<file path="src/rtl/uart_tx_arbiter.sv">
// Purpose: buffers bytes from three prioritised clients into one FIFO and paces them into uart_tx.
// Latency: a byte written at edge N strobes uart_wr at edge N+1 when the FIFO was empty, the FSM is idle and uart_ready is high.
// Backpressure: client ready drops while the FIFO is full; the drain waits for uart_ready after a GUARD-cycle blanking window.
// Option: define UART_TX_ARB_CRLF_EN to expand each LF (8'h0A) into a CR,LF strobe pair.
module uart_tx_arbiter #(
  parameter int DEPTH = 16,
  parameter int GUARD = 2
) (
  input  logic                     clk,
  input  logic                     reset,
  input  logic                     res_wr,
  input  logic [7:0]               res_din,
  output logic                     res_ready,
  input  logic                     recv_wr,
  input  logic [7:0]               recv_din,
  output logic                     recv_ready,
  input  logic                     brd_wr,
  input  logic [7:0]               brd_din,
  output logic                     brd_ready,
  output logic                     uart_wr,
  output logic [7:0]               uart_din,
  input  logic                     uart_ready,
  output logic [$clog2(DEPTH):0]   level,
  output logic                     empty,
  output logic                     full
);
  localparam int AW = $clog2(DEPTH);
  localparam int PW = AW + 1;
  localparam int GW = (GUARD > 1) ? $clog2(GUARD + 1) : 1;

  typedef enum logic [0:0] {ST_IDLE, ST_GUARD} state_t;

  logic [7:0]    mem_q [DEPTH];
  logic [PW-1:0] wptr_q, wptr_d;
  logic [PW-1:0] rptr_q, rptr_d;
  state_t        state_q, state_d;
  logic [GW-1:0] cnt_q, cnt_d;
  logic          uart_wr_q, uart_wr_d;
  logic [7:0]    uart_din_q, uart_din_d;
  logic          push, pop, fire, send_cr;
  logic [7:0]    push_dat, head;

  // Pointer MSB distinguishes a full buffer from an empty one.
  assign full  = (wptr_q[AW] != rptr_q[AW]) && (wptr_q[AW-1:0] == rptr_q[AW-1:0]);
  assign empty = (wptr_q == rptr_q);
  assign level = wptr_q - rptr_q;

  // Higher-priority writers mask lower ones so at most one byte lands per cycle.
  assign res_ready  = !full;
  assign recv_ready = !full && !res_wr;
  assign brd_ready  = !full && !res_wr && !recv_wr;

  // Select the single accepted client byte; readies are already mutually exclusive.
  always_comb begin
    push     = 1'b0;
    push_dat = 8'h00;
    if (res_wr && res_ready) begin
      push     = 1'b1;
      push_dat = res_din;
    end else if (recv_wr && recv_ready) begin
      push     = 1'b1;
      push_dat = recv_din;
    end else if (brd_wr && brd_ready) begin
      push     = 1'b1;
      push_dat = brd_din;
    end
  end

  assign wptr_d = push ? (wptr_q + PW'(1)) : wptr_q;
  assign rptr_d = pop  ? (rptr_q + PW'(1)) : rptr_q;
  assign head   = mem_q[rptr_q[AW-1:0]];
  assign fire   = (state_q == ST_IDLE) && !empty && uart_ready;

  // Storage needs no reset: the pointers alone define what is valid.
  always_ff @(posedge clk) begin
    if (push) begin
      mem_q[wptr_q[AW-1:0]] <= push_dat;
    end
  end

`ifdef UART_TX_ARB_CRLF_EN
  logic cr_sent_q, cr_sent_d;

  // An LF at the head first goes out as CR without popping; the flag remembers that.
  assign send_cr = (head == 8'h0A) && !cr_sent_q;

  // Track whether the CR for the current head LF has been issued.
  always_comb begin
    cr_sent_d = cr_sent_q;
    if (fire) begin
      cr_sent_d = send_cr;
    end
  end

  // CR-issued flag register.
  always_ff @(posedge clk) begin
    if (!reset) begin
      cr_sent_q <= 1'b0;
    end else begin
      cr_sent_q <= cr_sent_d;
    end
  end
`else
  assign send_cr = 1'b0;
`endif

  // Drain FSM: one strobe per uart_ready, then blank uart_ready for GUARD cycles.
  always_comb begin
    state_d    = state_q;
    cnt_d      = cnt_q;
    uart_wr_d  = 1'b0;
    uart_din_d = uart_din_q;
    pop        = 1'b0;
    case (state_q)
      ST_IDLE: begin
        if (fire) begin
          uart_wr_d = 1'b1;
          cnt_d     = GW'(GUARD);
          state_d   = ST_GUARD;
          if (send_cr) begin
            uart_din_d = 8'h0D;
          end else begin
            uart_din_d = head;
            pop        = 1'b1;
          end
        end
      end
      ST_GUARD: begin
        cnt_d = cnt_q - GW'(1);
        if (cnt_q <= GW'(1)) begin
          state_d = ST_IDLE;
        end
      end
      default: begin
        state_d = ST_IDLE;
        cnt_d   = '0;
      end
    endcase
  end

  // State, pointer and output registers.
  always_ff @(posedge clk) begin
    if (!reset) begin
      wptr_q     <= '0;
      rptr_q     <= '0;
      state_q    <= ST_IDLE;
      cnt_q      <= '0;
      uart_wr_q  <= 1'b0;
      uart_din_q <= 8'h00;
    end else begin
      wptr_q     <= wptr_d;
      rptr_q     <= rptr_d;
      state_q    <= state_d;
      cnt_q      <= cnt_d;
      uart_wr_q  <= uart_wr_d;
      uart_din_q <= uart_din_d;
    end
  end

  assign uart_wr  = uart_wr_q;
  assign uart_din = uart_din_q;

endmodule

</file>
<file path="config.mk">
export PLATFORM = sky130hd
export DESIGN_NAME = uart_tx_arbiter
export DESIGN_NICKNAME = d
export VERILOG_FILES = /design/src/rtl/uart_tx_arbiter.sv
export SDC_FILE = /design/constraint.sdc
export NUM_CORES = 1
export LEC_CHECK = 0
export BUFFER_PORTS_ARGS = -buffer_cell sky130_fd_sc_hd__buf_2
export CAP_MARGIN = 5
export CORE_ASPECT_RATIO = 1.5
export CORE_MARGIN = 1.5
export CORE_UTILIZATION = 44
export CTS_BUF_LIST = sky130_fd_sc_hd__clkbuf_2
export DETAILED_ROUTE_END_ITERATION = 7
export PLACE_DENSITY = 0.69
export SLEW_MARGIN = 20
export SYNTH_ARGS = -nofsm -noshare
export SYNTH_HDL_FRONTEND = slang
export SYNTH_SLANG_ARGS = --single-unit
</file>
<file path="constraint.sdc">
create_clock -name clk -period 4.1 [get_ports clk]
set_input_delay 0.82 -clock clk [delete_from_list [all_inputs] [get_ports clk]]
set_output_delay 0.82 -clock clk [all_outputs]
set_load 0.005 [all_outputs]
</file>
==> impl_metrics.env <==
export IMPL_status="finished clean"
export IMPL_wl_per_cell_um=20.8
export IMPL_final_setup_viol_count=0
export IMPL_place_hpwl_um=9390
export IMPL_fin_setup_tns_ps=0
export IMPL_required_ps=3280
export IMPL_syn_inst=404
export IMPL_layout_common_cells="128 x edfxtp_1, 48 x buf_2, 35 x mux2i_1"
export IMPL_synth_area_um2=6250
export IMPL_grt_total_usage_pct=19.1
export IMPL_syn_num_nets=445
export IMPL_r2r_start="rptr_q[2]"
export IMPL_grt_max_degree=39
export IMPL_boundaryPins=49
export IMPL_path_max_fanout=12
export IMPL_critPathTopFamily="simple AND/OR/NAND/NOR gates"
export IMPL_hold_viol_final=0
export IMPL_layout_drive_gt1_share_pct=24.2
export IMPL_swShare_pct=28.6
export IMPL_synth_cell_type_count=38
export IMPL_synth_edf_count=128
export IMPL_rows=53
export IMPL_synth_seq_area_share_pct=68.6
export IMPL_grt_ovfl_total=0
export IMPL_die_w_um=100
export IMPL_fin_crit_sh_pct=90.8
export IMPL_final_common_cell="edfxtp_1"
export IMPL_worstHoldPathCells=3
export IMPL_fp_dieArea_um2=14900
export IMPL_cts_tree="done"
export IMPL_drtIter0Drc=195
export IMPL_synth_avg_cell_area_um2=15.5
export IMPL_hp_start="reset"
export IMPL_cts_buffers=17
export IMPL_drtAntennaViolNets=0
export IMPL_critPathCaptureType="primary output"
export IMPL_p_int_uw=2330
export IMPL_r2r_end="mem_q[5][3]"
export IMPL_cp_common_cell="nor2_1"
export IMPL_numClockSinks=150
export IMPL_rsz0062_at_grt="false"
export IMPL_p_per_area_nw_per_um2=471
export IMPL_slew_headroom_pct=45.4
export IMPL_path_cells="inv_1, ha_1, nand4_1, nor2_1, nor2_1, buf_2"
export IMPL_path_clk_slew_ps=220
export IMPL_grt_pass1_wl_um=20500
export IMPL_synthArstFlopShare_pct=0
export IMPL_viasPerCell=5.70
export IMPL_drv_cap=0
export IMPL_first_pass_iters=6
export IMPL_clock_latency_ps=690
export IMPL_crit_buf_inv=2
export IMPL_area_growth_syn_to_layout_pct=11.0
export IMPL_critPathArrivalTime_ps=2900
export IMPL_drt_wl_total_um=13400
export IMPL_drv_slew=0
export IMPL_root_buffer="clkbuf_2"
export IMPL_port_buffers=48
export IMPL_hold_ws_ps=459
export IMPL_total_leakage_power_uw=0.00231
export IMPL_skew_ps=34.5
export IMPL_r2r_setup_slack_ps=1220
export IMPL_first_global_vias=3671
export IMPL_slowest_stage="nor2_1"
export IMPL_cts_buffer_depth=2
export IMPL_combPwrFrac_pct=20.4
export IMPL_cts_resized_gates=0
export IMPL_start_kind="flip-flop"
export IMPL_min_period_ps=3720
export IMPL_p_clk_share_pct=24.8
export IMPL_htree_levels=4
export IMPL_fmax_mhz=269
export IMPL_fin_nets=505
export IMPL_worst_pin_slew_ps=816
export IMPL_min_delay_worst_endpoint="cnt_q[1]"
export IMPL_postCtsSetupRepairBufs=0
export IMPL_ir_drop_uv=165
export IMPL_ctsHoldBuffers=0
export IMPL_start_util_pct=44.9
export IMPL_drc=0
export IMPL_cpPeakStageDelay_ps=690
export IMPL_antenna_found_initial=1
export IMPL_chipHeight_um=149
export IMPL_num_vias=3659
export IMPL_gp_congestion=0.910
export IMPL_synth_seq_cells=150
export IMPL_hold_path_class="in -> reg"
export IMPL_core_area_um2=13900
export IMPL_yosys_warnings=0
export IMPL_switchingPower_uw=933
export IMPL_critical_path_class="reg -> out"
export IMPL_rr_worst_depth=6
export IMPL_synthFlopType="edfxtp_1"
export IMPL_pwr_share_seq_pct=54.8
cell usage after synthesis, drive strengths merged (5+ instances only):
| cell type | count | area [µm²] |
|---|---|---|
| edfxtp | 128 | 3840 |
| mux2i | 35 | 350 |
| nor2 | 24 | 90.1 |
| dfxtp | 22 | 440 |
| mux4 | 16 | 360 |
| nand2 | 16 | 60.1 |
| o22ai | 16 | 100 |
| inv | 14 | 52.6 |
| nor3 | 14 | 70.1 |
| o21ai | 14 | 70.1 |
| buf | 12 | 73.8 |
| ha | 10 | 125 |
| a211oi | 9 | 80.1 |
| a31oi | 9 | 56.3 |
| clkbuf | 9 | 33.8 |
| nor2b | 9 | 56.3 |
| a221oi | 8 | 70.1 |
| xnor2 | 8 | 88.8 |
| a21oi | 6 | 30.0 |
| nand3 | 5 | 25.0 |
metrics by stage:
stage	power (µW)	util, %	instance area, µm²	instances	setup slack [ps]
after floorplan	2280	-	6250	404	1140
after global placement	2480	48.1	6690	610	1280
after detailed placement	2500	48.1	6690	610	1160
after CTS	3300	49.8	6930	641	350
after global routing	3420	49.8	6930	642	77.6
final	3270	49.8	6930	642	376
how the worst max path moves through the flow:
stage	startpoint	endpoint	slack, ps	depth (start not counted)
2_1_floorplan	rptr_q[1]	mem_q[2][0]	1140	8
3_3_place_gp	res_wr	mem_q[5][0]	1280	5
3_5_place_dp	rptr_q[2]	recv_ready	1160	6
4_1_cts	rptr_q[2]	recv_ready	350	6
5_1_grt	rptr_q[2]	recv_ready	80	6
6_report	rptr_q[2]	recv_ready	380	6
kinds of logic after synthesis:
group,share of synthesized area (%)
AOI/OAI and AO/OA,7.39
adders and majority gates,2.32
muxes,11.4
xor gates and xnor gates,1.70
buffers and inverters,2.56
and+or+nand+nor,6.05
DFF,68.6
tightest hold or removal path, cell delays in order:
cell     delay, ps
buf_2          170
o21ai_0        100
a31oi_1         50
layout make-up:
| class | instances | area, µm² |
|---|---|---|
| Inverter | 14 | 52.6 |
| Tap cell | 165 | 206 |
| Timing Repair Buffer | 62 | 345 |
| Fill cell | 1167 | 6990 |
| Multi-Input combinational cell | 219 | 1800 |
| Sequential cell | 150 | 4290 |
| Antenna cell | 1 | 2.50 |
| Clock inverter | 13 | 149 |
| Clock buffer | 18 | 90.1 |
layer usage:
layer  part of all wire, %  vias up  GRT usage [%]  wire [µm]
met2                    54      124           34.1       7230
met3                   4.6       25           3.37        612
li1                      -     1696              -          -
met4                   3.1        0           9.58        415
met1                    38     1814           21.6       5100
met5                     0        -              0          0
power groups by stage:
| stage | Combinational [µW] | Clock, µW | Sequential (µW) |
|---|---|---|---|
| after global routing | 729 | 889 | 1800 |
| after global placement | 657 | 0 | 1820 |
| after CTS | 675 | 836 | 1790 |
| after floorplan | 461 | 0 | 1820 |
| after detailed placement | 673 | 0 | 1820 |
| final | 668 | 809 | 1790 |
registers in the layout, indices dropped and copies added, names as in the netlist:
register  flops
state_q       1
uart_wr       1
uart_din      8
cnt_q         2
wptr_q        5
mem_q       128
rptr_q        5
(Power assumes the default switching activity.)
